$ cat src/rtl/capture_ctrl.sv
// capture_ctrl: sequences decimated sample writes into the shared RAMqueue
// write port, tracks pre-trigger fill, arms the trigger and counts the
// post-trigger samples. On completion it pulses set_capture_done, leaving
// waddr pointing at the oldest sample for read-out.
//
// state   | meaning
// --------+--------------------------------------------------------------
// IDLE    | waiting for capture_en with capture_done clear
// CAPTURE | pre-trigger fill; trigger accepted once armed
// POST    | writing trig_pos samples after the accepted trigger
// DONE    | single cycle; pulses set_capture_done, then back to IDLE
module capture_ctrl #(
  parameter int ENTRIES = 384,
  parameter int AW      = 9
) (
  input  logic          clk,
  input  logic          rst_n,
  input  logic          capture_en,
  input  logic          capture_done,
  input  logic          triggered,
  input  logic [3:0]    decimator,
  input  logic [AW-1:0] trig_pos,
  output logic          we,
  output logic [AW-1:0] waddr,
  output logic          armed,
  output logic          capturing,
  output logic          set_capture_done
);

  typedef enum logic [1:0] {
    S_IDLE    = 2'd0,
    S_CAPTURE = 2'd1,
    S_POST    = 2'd2,
    S_DONE    = 2'd3
  } state_t;

  localparam logic [AW-1:0] LAST_ADDR = AW'(ENTRIES - 1);
  localparam logic [AW-1:0] FULL_CNT  = AW'(ENTRIES);
  localparam logic [AW:0]   ENTRIES_W = (AW+1)'(ENTRIES);

  state_t        state_q, state_d;
  logic [15:0]   dec_cnt_q, dec_cnt_d;
  logic [AW-1:0] waddr_q, waddr_d;
  logic [AW-1:0] smpl_cnt_q, smpl_cnt_d;
  logic [AW-1:0] post_cnt_q, post_cnt_d;
  logic          armed_q, armed_d;

  logic [15:0]   dec_max;
  logic [AW-1:0] tp;
  logic [AW:0]   arm_thr;
  logic [AW:0]   fill_nx;
  logic          active;
  logic          smpl_en;
  logic          we_nx;

  assign dec_max = 16'((17'd1 << decimator) - 17'd1);
  assign tp      = (trig_pos > LAST_ADDR) ? LAST_ADDR : trig_pos;
  assign arm_thr = ENTRIES_W - {1'b0, tp};
  assign active  = (state_q == S_CAPTURE) || (state_q == S_POST);
  assign smpl_en = (dec_cnt_q == dec_max);

  assign we               = active & smpl_en;
  assign waddr            = waddr_q;
  assign armed            = armed_q;
  assign capturing        = active;
  assign set_capture_done = (state_q == S_DONE);

  // Next-state, counter and address update logic.
  always_comb begin
    state_d    = state_q;
    dec_cnt_d  = '0;
    waddr_d    = waddr_q;
    smpl_cnt_d = smpl_cnt_q;
    post_cnt_d = post_cnt_q;

    if (active) begin
      dec_cnt_d = smpl_en ? 16'd0 : dec_cnt_q + 16'd1;
      if (we) waddr_d = (waddr_q == LAST_ADDR) ? '0 : waddr_q + AW'(1);
    end

    case (state_q)
      S_IDLE: begin
        if (capture_en && !capture_done) begin
          state_d    = S_CAPTURE;
          waddr_d    = '0;
          smpl_cnt_d = '0;
          post_cnt_d = '0;
          dec_cnt_d  = '0;
        end
      end
      S_CAPTURE: begin
        if (we && (smpl_cnt_q != FULL_CNT)) smpl_cnt_d = smpl_cnt_q + AW'(1);
        if (!capture_en)                    state_d = S_IDLE;
        else if (triggered && armed_q)      state_d = (tp == '0) ? S_DONE : S_POST;
      end
      S_POST: begin
        if (we) post_cnt_d = post_cnt_q + AW'(1);
        if (!capture_en)                    state_d = S_IDLE;
        else if (we && (post_cnt_d >= tp))  state_d = S_DONE;
      end
      S_DONE: begin
        state_d = S_IDLE;
      end
      default: begin
        state_d = S_IDLE;
      end
    endcase

    // armed looks one cycle ahead: it is visible during the cycle whose
    // write completes the pre-trigger fill, so a trigger accepted in that
    // cycle leaves exactly ENTRIES samples in the buffer.
    we_nx   = (dec_cnt_d == dec_max);
    fill_nx = {1'b0, smpl_cnt_d} + {{AW{1'b0}}, we_nx};
    case (state_d)
      S_CAPTURE: armed_d = (fill_nx >= arm_thr);
      S_POST:    armed_d = armed_q;
      default:   armed_d = 1'b0;
    endcase
  end

  // State and counter registers.
  always_ff @(posedge clk or negedge rst_n) begin
    if (!rst_n) begin
      state_q    <= S_IDLE;
      dec_cnt_q  <= '0;
      waddr_q    <= '0;
      smpl_cnt_q <= '0;
      post_cnt_q <= '0;
      armed_q    <= 1'b0;
    end else begin
      state_q    <= state_d;
      dec_cnt_q  <= dec_cnt_d;
      waddr_q    <= waddr_d;
      smpl_cnt_q <= smpl_cnt_d;
      post_cnt_q <= post_cnt_d;
      armed_q    <= armed_d;
    end
  end

endmodule

$ cat config.mk
export PLATFORM = sky130hd
export DESIGN_NAME = capture_ctrl
export DESIGN_NICKNAME = d
export VERILOG_FILES = /design/src/rtl/capture_ctrl.sv
export SDC_FILE = /design/constraint.sdc
export NUM_CORES = 1
export LEC_CHECK = 0
export CAP_MARGIN = 20
export CELL_PAD_IN_SITES_DETAIL_PLACEMENT = 1
export CELL_PAD_IN_SITES_GLOBAL_PLACEMENT = 1
export CORE_MARGIN = 2
export CORE_UTILIZATION = 50
export CTS_BUF_LIST = sky130_fd_sc_hd__clkbuf_4
export CTS_CLUSTER_SIZE = 25
export DETAILED_ROUTE_END_ITERATION = 8
export DONT_BUFFER_PORTS = 1
export PLACE_DENSITY = 0.92
export SLEW_MARGIN = 10
export SYNTH_ARGS = -nofsm -noshare
export SYNTH_HDL_FRONTEND = slang
export SYNTH_SLANG_ARGS = --single-unit
$ cat constraint.sdc
create_clock -name clk -period 7.4 [get_ports clk]
set_input_delay 0 -clock clk [delete_from_list [all_inputs] [get_ports clk]]
set_output_delay 0 -clock clk [all_outputs]
set_load 0.03 [all_outputs]
== Word level (Yosys, flattened, before mapping) ==
Cells that the tools add are included.

* Bits in registers: 46
* Word-level logic and storage cells: 63

* Muxes and demuxes: 25
* Order comparisons: 3
* Reductions and logical operators: 10
* Equal/unequal tests: 10
* Bitwise logic cells: 1
* Shift-type cells: 1
* Add/sub/neg operators: 7

{| class="wikitable"
|+ Operators by type and width
! cell !! count
|-
| 9-bit two-way mux || 11
|-
| 16-bit two-way mux || 4
|-
| 9-bit one-hot mux with 2 select lines || 2
|-
| 16-bit equality test || 2
|-
| 9-bit by 1-bit adder with 9-bit output (second input constant) || 3
|-
| 16-bit by 1-bit adder with 16-bit output (second input constant) || 1
|-
| 1-bit by 4-bit << shifter with 16-bit output (first input constant) || 1
|-
| 16-bit by 1-bit subtractor with 16-bit output (second input constant) || 1
|-
| 9-bit by 1-bit adder with 10-bit output || 1
|-
| 10-bit greater-or-equal comparator || 1
|-
| 2-bit two-way mux || 5
|-
| 9-bit by 9-bit subtractor with 10-bit output (first input constant) || 1
|-
| 9-bit equality test (second input constant) || 1
|-
| 9-bit greater-or-equal comparator || 1
|-
| 9-bit > comparator (second input constant) || 1
|-
| 9-bit logical NOT || 1
|-
| 9-bit inequality test (second input constant) || 1
|-
| 2-bit one-hot mux with 4 select lines || 1
|-
| 2-bit equality test (second input constant) || 3
|-
| 2-bit by 1-bit equality test with 1-bit output (second input constant) || 2
|-
| 1-bit logical AND || 4
|-
| 2-bit logical NOT || 1
|-
| 2-bit inequality test (second input constant) || 1
|-
| 1-bit one-hot mux with 2 select lines || 1
|-
| 6 further kinds || 6
|}

== Depth between registers and ports, before layout ==
Gate-level depths: netlist of the first run.

* Word-level depth: 13
* Mapped depth: 31
* Mapped depth without buffers: 26

== Worst setup path after synthesis of the first run ==
OpenSTA, ideal clock, no wires.

* Path kind: input -> register
* Start: in decimator[3]
* End: reg armed_q, in the netlist armed
* Stages: 30
* Arrival: 5.744 ns
* Buffers on the path: 4
* Path slack: 1.523 ns
* Cell sequence: buf_2 clkbuf_1 clkbuf_1 nor2_1 nand2_1 ha_1 xnor2_1 a211o_1 a211o_1 or4_4 o311ai_4 buf_6 a21oi_1 o32a_1 nor4_2 nand4_1 nor4b_1 ha_1 nand3_1 mux2_2 a21boi_1 xor2_1 ha_1 a21o_1 a21o_1 a21o_1 a211o_1 o2111ai_1 a21o_1 mux2i_1

* Cells in the longest elaborated chain, start to end: 13
* Elaborated cells on any way between the ends: 24
* Those cells by class: add/sub (2); order compare (2); eq/ne (4); shift (1); mux (12); bitwise (1); reduce/logical (2)

{| class="wikitable"
|+ RTL lines
! element !! RTL line !! source
|-
| start: declaration || 21 || <nowiki>input logic [3:0] decimator,</nowiki>
|-
| 1-bit by 4-bit << shifter with 16-bit output * || 56 || <nowiki>assign dec_max = 16'((17'd1 << decimator) - 17'd1);</nowiki>
|-
| 16-bit by 1-bit subtractor with 16-bit output * || 56 ||
|-
| parallel branches: the longest is 11 deep, another holds 9-bit by 1-bit adder with 10-bit output || n/a ||
|-
| end signal: assignment || 136 || <nowiki>armed_q <= armed_d;</nowiki>
|-
| end: declaration || 46 || <nowiki>logic armed_q, armed_d;</nowiki>
|}

Mark *: on every way between the ends. The select of a mux whose other input is x is not followed.
A chain may end at the register's enable or synchronous reset.

== Worst setup path in the final report of the first run ==
* Start: reg dec_cnt_q[13]
* End: reg armed_q, in the netlist armed

* Elaborated cells on any way between the ends: 23
* Those cells by class: add/sub (2); order compare (2); eq/ne (4); mux (12); bitwise (1); reduce/logical (2)

{| class="wikitable"
|+ RTL lines
! element !! RTL line !! source
|-
| start: declaration || 42 || <nowiki>logic [15:0] dec_cnt_q, dec_cnt_d;</nowiki>
|-
| start signal: assignment || 132 || <nowiki>dec_cnt_q <= dec_cnt_d;</nowiki>
|-
| 16-bit equality test * || 60 || <nowiki>assign smpl_en = (dec_cnt_q == dec_max);</nowiki>
|-
| 16-bit two-way mux * || 77 || <nowiki>dec_cnt_d = smpl_en ? 16'd0 : dec_cnt_q + 16'd1;</nowiki>
|-
| 16-bit two-way mux * || 76 || <nowiki>if (active) begin</nowiki>
|-
| 16-bit two-way mux || 83 || <nowiki>if (capture_en && !capture_done) begin</nowiki>
|-
| 16-bit two-way mux * || 81 || <nowiki>case (state_q)</nowiki>
|-
| named net dec_cnt_d[1] || 42 ||
|-
| 16-bit equality test * || 112 || <nowiki>we_nx = (dec_cnt_d == dec_max);</nowiki>
|-
| 9-bit by 1-bit adder with 10-bit output * || 113 || <nowiki>fill_nx = {1'b0, smpl_cnt_d} + {{AW{1'b0}}, we_nx};</nowiki>
|-
| 10-bit greater-or-equal comparator * || 115 || <nowiki>S_CAPTURE: armed_d = (fill_nx >= arm_thr);</nowiki>
|-
| 1-bit one-hot mux with 2 select lines * || 114 || <nowiki>case (state_d)</nowiki>
|}

Mark *: on every way through the listed nets, which the timed path passes. The rest lies on a longest branch. The select of a mux whose other input is x is not followed.

==> results of run 1 <==
per-stage QoR:
step	std cells	total power, mW	area [sq um]
detailed placement	614	0.313	4310
floorplan	532	0.307	4280
global placement	614	0.310	4310
CTS	625	0.488	4440
global route	626	0.507	4450
finish	626	0.483	4450
registers in the layout, indices dropped and copies added, names as in the netlist:
name	count
armed	1
dec_cnt_q	16
post_cnt_q	9
smpl_cnt_q	9
state_q	2
waddr	9
critical path, stage by stage (launching register included):
cell	delay (ns)
dfrtp_1	0.45
or4b_1	0.49
o221a_1	0.29
or4_4	0.59
o311ai_4	0.84
nor2_1	0.18
xnor2_1	0.20
nor4_2	0.30
nand4_1	0.15
nor4b_1	0.38
ha_1	0.29
nand3_1	0.10
mux2_2	0.30
a21boi_1	0.29
xor2_1	0.18
ha_1	0.25
a21o_1	0.16
a21o_1	0.17
a21o_1	0.18
a211o_1	0.29
o2111ai_1	0.10
a21o_1	0.14
mux2i_1	0.09
path summary, 6_finish.rpt:
path,depth (start not counted),slack (ns),endpoint
min in group asynchronous,2,0.10,smpl_cnt_q[3]$_DFF_PN0_
max in group asynchronous,2,7.05,waddr[1]$_DFF_PN0_
max,22,0.88,armed$_DFFE_PN0P_
max reg2reg,22,0.88,armed$_DFFE_PN0P_
min reg2reg,1,0.53,post_cnt_q[8]$_DFFE_PN0P_
min,3,0.008,waddr[0]$_DFF_PN0_
cells in the mapped netlist (all sizes together) (4+ instances only):
master	instances
and2	7
mux2i	7
nor4	11
buf	10
nor2b	5
o31ai	4
nor3b	4
nor2	70
a21boi	4
or3	5
clkbuf	14
o311ai	4
xor2	10
nor3	11
and3	11
dfrtp	46
ha	32
nand4	12
nand2b	8
o211ai	5
a21oi	31
nand2	44
o21ai	26
a32o	7
a211oi	5
a21o	10
xnor2	36
inv	19
nand3	29
where the power goes:
group	total, mW	switching, mW	internal, mW
registers	0.252	0.000379	0.252
logic	0.0659	0.0405	0.0254
clock network	0.165	0.0859	0.0791
total	0.483	0.127	0.356
placed cells by master, fill, tap and decap left out, drive strengths merged, types with 3 or more instances in the layout:
cell and count:
a211o 3, a211oi 5, a21boi 4, a21o 10, a21oi 31, a32o 7
and2 7, and3 11, buf 3, clkbuf 7, dfrtp 46, ha 32
inv 19, mux2 3, mux2i 7, nand2 44, nand2b 8, nand3 29
nand4 12, nor2 70, nor2b 5, nor3 11, nor3b 4, nor4 11
nor4b 3, o2111ai 3, o211ai 5, o21ai 26, o311ai 4, o31ai 4
or2 3, or3 5, xnor2 36, xor2 10
per-layer routing:
layer | track usage | share of wire | vias up
met5 | 0 | 0 | -
li1 | - | - | 1897
met3 | 0.0403 | 0.033 | 24
met1 | 0.345 | 0.43 | 2015
met2 | 0.520 | 0.52 | 92
met4 | 0.103 | 0.023 | 0
what timing repair did:
action,CTS,global route
setup buffers,0,0
hold buffers,3,0
endpoints found under the hold margin,54,0
endpoints found under the setup margin,0,0
layout make-up:
type | count | share of cell area
tap | 105 | 0.0295
sequential | 46 | 0.259
clock buffer | 7 | 0.0118
inverter | 20 | 0.0169
clock inverter | 1 | 0.00675
timing repair buffer | 5 | 0.0135
multi-input combinational | 442 | 0.663
kinds of logic after synthesis:
| family | after synthesis |
|---|---|
| other | 1 |
| and+or+nand+nor | 232 |
| xor gates and xnor gates | 46 |
| AOI/OAI and AO/OA | 121 |
| muxes | 10 |
| buffers and inverters | 44 |
| DFF | 46 |
| adders and majority gates | 32 |
==> impl_metrics.prom, run 1 <==
# TYPE chip_impl_metric gauge
chip_impl_info{name="status",value="finished, final reports clean"} 1
chip_impl_metric{name="place_ws",unit="ns"} 0.706
chip_impl_metric{name="ioPinCount",unit=""} 31
chip_impl_metric{name="fin_worst_skew",unit="ns"} 0.0239
chip_impl_metric{name="antenna_violations_before_repair",unit=""} 0
chip_impl_metric{name="layout_min_cycle_time",unit="ns"} 6.52
chip_impl_metric{name="drt_drc_violations_left",unit=""} 0
chip_impl_metric{name="route.antenna.remaining_nets",unit=""} 0
chip_impl_info{name="holdCritPathClass",value="in2reg"} 1
chip_impl_metric{name="final-setup-viol-count",unit=""} 0
chip_impl_metric{name="first_global_vias",unit=""} 4228
chip_impl_metric{name="finalHoldViolCount",unit=""} 0
chip_impl_metric{name="tns",unit="ns"} 0
chip_impl_info{name="postSynth.topFlopCell",value="dfrtp_1"} 1
chip_impl_metric{name="yosysUniqueCellTypes",unit=""} 71
chip_impl_metric{name="drv_cap",unit=""} 0
chip_impl_metric{name="achievable-frequency",unit="MHz"} 153
chip_impl_metric{name="clock_sink_count",unit=""} 46
chip_impl_metric{name="die_area",unit="sq um"} 9310
chip_impl_metric{name="syn2layout_area_growth",unit="%"} 3.92
chip_impl_metric{name="worst_ep_required_time",unit="ns"} 7.65
chip_impl_metric{name="worst_pin_slew",unit="ns"} 1.01
chip_impl_metric{name="critical_path_peak_fanout",unit=""} 23
chip_impl_metric{name="postSynthCellCount",unit=""} 532
chip_impl_metric{name="power.density_cell_area",unit="nW/um^2"} 109
chip_impl_metric{name="avgRoutedWirePerCell",unit="microns"} 20.5
chip_impl_metric{name="nets",unit=""} 570
chip_impl_metric{name="globalRouteOverflowTotal",unit=""} 0
chip_impl_info{name="rsz_0062_raised_after_global_routing",value="no"} 1
chip_impl_metric{name="std_cell_rows",unit=""} 33
chip_impl_metric{name="final.setup.worst_slack",unit="ns"} 0.876
chip_impl_metric{name="synth_edf_count",unit=""} 0
chip_impl_metric{name="worst_slew_margin_rel",unit=""} 0.325
chip_impl_info{name="worst_setup_path_end_kind",value="flip-flop"} 1
chip_impl_metric{name="synth-simple-area-share",unit=""} 0.280
chip_impl_info{name="timing.rr.start",value="dec_cnt_q[13]$_DFF_PN0_"} 1
chip_impl_metric{name="synth_nets",unit=""} 582
chip_impl_metric{name="power.ir.vdd_worst",unit="mV"} 0.0556
chip_impl_metric{name="synth_warnings",unit=""} 0
chip_impl_metric{name="dr_total_vias",unit=""} 4028
chip_impl_metric{name="drt-vias-per-instance",unit=""} 6.43
chip_impl_metric{name="fin_worst_hold_slack",unit="ns"} 0.00792
chip_impl_metric{name="grtUsageTotal",unit=""} 0.287
chip_impl_metric{name="synth_adder_area_share",unit=""} 0.0936
chip_impl_metric{name="grt_start_max_net_pins",unit=""} 47
chip_impl_metric{name="worst_skew_pair_latency",unit="ns"} 0.38
chip_impl_metric{name="layout.area.seq",unit="sq um"} 1150
chip_impl_metric{name="drt_iter0_markers",unit=""} 128
chip_impl_info{name="criticalPathCategory",value="reg2reg"} 1
chip_impl_metric{name="cts_repair_resize_count",unit=""} 0
chip_impl_metric{name="final_min_period_over_clock_period",unit=""} 0.882
chip_impl_info{name="synthTopCellsByArea",value="dfrtp_1 27%, ha_1 9.4%, xnor2_1 7.4%"} 1
chip_impl_metric{name="post-dp-hpwl",unit="mm"} 9.54
chip_impl_metric{name="chipWidth",unit="microns"} 96.5
chip_impl_metric{name="finalWirelength",unit="mm"} 12.8
chip_impl_metric{name="post_synth_mux_area_share",unit=""} 0.0243
chip_impl_metric{name="clk_pin_slew_worst_paths",unit="ns"} 0.15
chip_impl_metric{name="synth.cell_area",unit="sq um"} 4280
chip_impl_info{name="hold_path.startpoint",value="capture_en"} 1
chip_impl_metric{name="post_route_cells_drive_above_1_share",unit=""} 0.0518
chip_impl_info{name="clockRootBuffer",value="clkbuf_4"} 1
chip_impl_metric{name="drt_first_pass_iters",unit=""} 4
chip_impl_metric{name="synth_compound_gate_area_share",unit=""} 0.196
chip_impl_info{name="crit_path_start",value="dec_cnt_q[13]$_DFF_PN0_"} 1
chip_impl_metric{name="worst_ep_arrival_time",unit="ns"} 6.77
chip_impl_metric{name="synthXorXnorAreaFrac",unit=""} 0.0942
chip_impl_metric{name="port-buffer-count",unit=""} 0
chip_impl_metric{name="core_area",unit="sq um"} 8260
chip_impl_metric{name="multi_input_combinational_cell_area",unit="sq um"} 2950
chip_impl_info{name="dominant_combinational_cell_family_by_area_after_synthesis",value="simple AND/OR/NAND/NOR gates"} 1
chip_impl_metric{name="grt_first_pass_wirelength",unit="mm"} 20.7
chip_impl_metric{name="final_core_utilization",unit=""} 0.538
chip_impl_metric{name="insertedDiodeCount",unit=""} 0
chip_impl_metric{name="cts-buffers-inserted",unit=""} 5
chip_impl_metric{name="die_y",unit="microns"} 96.5
chip_impl_metric{name="cts_max_path_buffers",unit=""} 2
chip_impl_metric{name="clock_tree.htree_level_count",unit=""} 2
chip_impl_metric{name="start_util",unit=""} 0.518
chip_impl_metric{name="gpl.final_weighted_congestion",unit=""} 0.940
chip_impl_info{name="synthDominantAreaCellType",value="dfrtp_1"} 1
chip_impl_metric{name="drv_slew",unit=""} 0
chip_impl_metric{name="p_leak",unit="nW"} 1.85
chip_impl_metric{name="fill_cells",unit=""} 1033
chip_impl_metric{name="synthesis.area_per_instance",unit="sq um"} 8.04
chip_impl_metric{name="fraction_of_synthesized_cell_area_taken_by_the_top_area_cell_type",unit=""} 0.269
chip_impl_metric{name="yosysSeqAreaShare",unit=""} 0.269
chip_impl_info{name="crit_path_start_kind",value="flip-flop"} 1
chip_impl_info{name="tritoncts",value="built"} 1
chip_impl_metric{name="ys_async_sr_fraction",unit=""} 1.00
chip_impl_metric{name="synth.ff_latch_count",unit=""} 46
No activity file was read; power rests on OpenSTA's default activity.
==> run 2: changes to the inputs <==
--- a/config.mk
+++ b/config.mk
@@ -9,12 +9,12 @@
 export CELL_PAD_IN_SITES_DETAIL_PLACEMENT = 1
 export CELL_PAD_IN_SITES_GLOBAL_PLACEMENT = 1
 export CORE_MARGIN = 2
-export CORE_UTILIZATION = 50
+export CORE_UTILIZATION = 46
 export CTS_BUF_LIST = sky130_fd_sc_hd__clkbuf_4
 export CTS_CLUSTER_SIZE = 25
 export DETAILED_ROUTE_END_ITERATION = 8
 export DONT_BUFFER_PORTS = 1
-export PLACE_DENSITY = 0.92
+export PLACE_DENSITY = 0.86
 export SLEW_MARGIN = 10
 export SYNTH_ARGS = -nofsm -noshare
 export SYNTH_HDL_FRONTEND = slang
==> impl_metrics.prom, run 2 (synthesis results as in run 1) <==
# TYPE chip_impl_metric gauge
chip_impl_metric{name="die_area",unit="sq um"} 10100
chip_impl_metric{name="critical_path_cell_count",unit=""} 22
chip_impl_info{name="tritoncts",value="built"} 1
chip_impl_metric{name="cts_setup_buffers",unit=""} 0
chip_impl_metric{name="avgRoutedWirePerCell",unit="microns"} 19.3
chip_impl_info{name="worstSetupEndpoint",value="armed$_DFFE_PN0P_"} 1
chip_impl_metric{name="p_total",unit="mW"} 0.481
chip_impl_metric{name="internal_power",unit="mW"} 0.352
chip_impl_metric{name="p_seq_frac",unit=""} 0.524
chip_impl_metric{name="start_util",unit=""} 0.468
chip_impl_metric{name="drv_slew",unit=""} 0
chip_impl_metric{name="grtUsageMet3",unit=""} 0.0374
chip_impl_metric{name="achievable-frequency",unit="MHz"} 153
chip_impl_info{name="crit_path_start",value="dec_cnt_q[13]$_DFF_PN0_"} 1
chip_impl_metric{name="drt-vias-per-instance",unit=""} 6.41
chip_impl_metric{name="finalHoldViolCount",unit=""} 0
chip_impl_metric{name="final-setup-viol-count",unit=""} 0
chip_impl_metric{name="grtUsageTotal",unit=""} 0.251
chip_impl_metric{name="first_global_vias",unit=""} 4196
chip_impl_metric{name="port-buffer-count",unit=""} 0
chip_impl_metric{name="clock_sink_count",unit=""} 46
chip_impl_info{name="registers.top_by_ff_count",value="dec_cnt_q"} 1
chip_impl_metric{name="insertedDiodeCount",unit=""} 0
chip_impl_metric{name="final.setup.worst_slack",unit="ns"} 0.866
chip_impl_info{name="timing.rr.start",value="dec_cnt_q[13]$_DFF_PN0_"} 1
chip_impl_info{name="layout.cells.most_common",value="nor2_1"} 1
chip_impl_metric{name="cts_hold_buf",unit=""} 3
chip_impl_metric{name="nets",unit=""} 568
chip_impl_metric{name="worst_skew_pair_latency",unit="ns"} 0.37
chip_impl_metric{name="cts_repair_resize_count",unit=""} 0
chip_impl_metric{name="syn2layout_area_growth",unit="%"} 3.92
chip_impl_metric{name="worst_ep_required_time",unit="ns"} 7.64
chip_impl_metric{name="clock_tree.htree_level_count",unit=""} 2
chip_impl_metric{name="route.antenna.remaining_nets",unit=""} 0
chip_impl_info{name="crit_path_start_kind",value="flip-flop"} 1
chip_impl_metric{name="chipWidth",unit="microns"} 100
chip_impl_metric{name="grt_use_met1",unit=""} 0.321
chip_impl_metric{name="combinationalPowerShare",unit=""} 0.135
chip_impl_info{name="criticalPathCategory",value="reg2reg"} 1
chip_impl_metric{name="drt_first_pass_iters",unit=""} 4
chip_impl_metric{name="finalWirelength",unit="mm"} 12.1
chip_impl_info{name="clockRootBuffer",value="clkbuf_4"} 1
chip_impl_metric{name="antenna_violations_before_repair",unit=""} 0
chip_impl_metric{name="globalRouteOverflowTotal",unit=""} 0
chip_impl_metric{name="fin_worst_skew",unit="ns"} 0.0182
chip_impl_info{name="worst_path_most_repeated_cell",value="a21o_1"} 1
chip_impl_metric{name="ioPinCount",unit=""} 31
chip_impl_metric{name="power.ir.vdd_worst",unit="mV"} 0.0683
chip_impl_metric{name="worst_ep_arrival_time",unit="ns"} 6.77
chip_impl_metric{name="grt_start_max_net_pins",unit=""} 47
chip_impl_metric{name="power.density_cell_area",unit="nW/um^2"} 108
chip_impl_metric{name="clk_pin_slew_worst_paths",unit="ns"} 0.15
chip_impl_metric{name="ff2ff_path_depth",unit=""} 22
chip_impl_metric{name="std_cell_rows",unit=""} 35
chip_impl_metric{name="core_area",unit="sq um"} 9150
chip_impl_info{name="worst_path_dominant_cell_family",value="compound AO/OA/AOI/OAI gates"} 1
chip_impl_metric{name="r2r_slack",unit="ns"} 0.87
chip_impl_info{name="rsz_0062_raised_after_global_routing",value="no"} 1
chip_impl_metric{name="die_y",unit="microns"} 100
chip_impl_info{name="crit_slowest_cell",value="o311ai_4"} 1
chip_impl_metric{name="place_ws",unit="ns"} 0.818
chip_impl_info{name="status",value="finished, final reports clean"} 1
chip_impl_metric{name="post_route_cells_drive_above_1_share",unit=""} 0.0501
chip_impl_metric{name="worst-path-buf-inv",unit=""} 0
chip_impl_info{name="grt-busiest-layer",value="met2"} 1
chip_impl_metric{name="worst_pin_slew",unit="ns"} 0.990
chip_impl_info{name="top_library_cells_by_usage_in_the_layout_fill_and_taps_aside",value="69 x nor2_1, 46 x dfrtp_1, 44 x nand2_1"} 1
chip_impl_metric{name="final_min_period_over_clock_period",unit=""} 0.883
chip_impl_info{name="timing.rr.end",value="armed$_DFFE_PN0P_"} 1
chip_impl_metric{name="drv_cap",unit=""} 0
chip_impl_metric{name="clkPwrFrac",unit=""} 0.341
chip_impl_metric{name="critical-path-max-stage-delay",unit="ns"} 0.83
chip_impl_metric{name="tns",unit="ns"} 0
chip_impl_metric{name="drt_iter0_markers",unit=""} 101
chip_impl_metric{name="p_leak",unit="nW"} 1.84
chip_impl_metric{name="largest_register_ffs",unit=""} 16
chip_impl_info{name="hold_path.startpoint",value="capture_en"} 1
chip_impl_metric{name="post-dp-hpwl",unit="mm"} 9.29
chip_impl_metric{name="switching_share",unit=""} 0.268
chip_impl_info{name="holdCritPathClass",value="in2reg"} 1
chip_impl_metric{name="cts_max_path_buffers",unit=""} 2
chip_impl_info{name="cp_cell_sequence",value="or4b_1 -> o221a_1 -> or4_4 -> o311ai_4 -> nor2_1 -> mux2i_1 -> a311oi_1 -> a21oi_1 -> nor4b_1 -> ha_1 -> nand3_1 -> mux2_2 -> a21boi_1 -> xor2_1 -> ha_1 -> a21o_1 -> a21o_1 -> a21o_1 -> a211o_1 -> o2111ai_1 -> a21o_1 -> mux2i_1"} 1
chip_impl_metric{name="power.net_switching",unit="mW"} 0.129
chip_impl_metric{name="layout_min_cycle_time",unit="ns"} 6.53
chip_impl_metric{name="critical_path_peak_fanout",unit=""} 23
chip_impl_metric{name="global_route.usage.met2",unit=""} 0.424
chip_impl_metric{name="dr_total_vias",unit=""} 4036
chip_impl_metric{name="cts-buffers-inserted",unit=""} 5
chip_impl_metric{name="gpl.final_weighted_congestion",unit=""} 0.961
chip_impl_info{name="worst_setup_path_end_kind",value="flip-flop"} 1
chip_impl_metric{name="worst_slew_margin_rel",unit=""} 0.338
chip_impl_metric{name="drt_drc_violations_left",unit=""} 0
chip_impl_metric{name="grt_first_pass_wirelength",unit="mm"} 20.4
==> run 2: changes by cell type in the layout (fill, tap and decap cells not counted) <==
cell        change
buf_2           -1
clkbuf_4        -1
nor3_1          -1
nor3_2          +1
buf_4           -1
clkinvlp_4      +1
==> run 2: worst min path at each step <==
stage / to / slack (ns) / cells after the start
2_1_floorplan: armed$_DFFE_PN0P_ / -0.30 / 0
3_3_place_gp: smpl_cnt_q[4]$_DFF_PN0_ / -0.29 / 0
3_5_place_dp: smpl_cnt_q[4]$_DFF_PN0_ / -0.29 / 0
4_1_cts: state_q[0]$_DFF_PN0_ / 0.07 / 4
5_1_grt: waddr[4]$_DFF_PN0_ / 0.05 / 3
6_report: waddr[0]$_DFF_PN0_ / 0.04 / 3
==> run 2: area by class of cell <==
| cell class | instances | area, sq um |
|---|---|---|
| sequential | 46 | 1150 |
| multi-input combinational | 442 | 2950 |
| timing repair buffer | 3 | 47.5 |
| clock inverter | 2 | 37.5 |
| inverter | 20 | 75.1 |
| clock buffer | 6 | 45.0 |
| fill | 1137 | 4710 |
| tap | 111 | 139 |
==> run 2: layer usage <==
metal  part of all wire  vias to the layer above
met5                  0                        -
met4              0.031                        0
met3              0.045                       29
met2               0.49                      102
met1               0.44                     2004
li1                   -                     1901
==> run 2: power by group through the flow <==
| stage | registers (mW) | logic, mW | clock network, mW |
|---|---|---|---|
| after floorplan | 0.257 | 0.0502 | 0 |
| after global routing | 0.252 | 0.0722 | 0.175 |
| after CTS | 0.252 | 0.0647 | 0.167 |
| after global placement | 0.257 | 0.0533 | 0 |
| after detailed placement | 0.257 | 0.0559 | 0 |
| final | 0.252 | 0.0649 | 0.164 |
==> run 2: tightest hold or removal path, cell delays in order <==
cell and delay, ns:
inv_1 0.12, nor3_2 0.14, nor2_1 0.11
==> run 2: stage by stage <==
| step | cells | hold WS (ns) | cell area (sq um) | util |
|---|---|---|---|---|
| 4_1_cts | 630 | 0.0658 | 4440 | 0.485 |
| 6_report | 630 | 0.0386 | 4450 | 0.486 |
| 3_3_place_gp | 619 | -0.293 | 4310 | 0.471 |
| 5_1_grt | 630 | 0.0463 | 4450 | 0.486 |
| 3_5_place_dp | 619 | -0.293 | 4310 | 0.471 |
| 2_1_floorplan | 532 | -0.296 | 4280 | - |
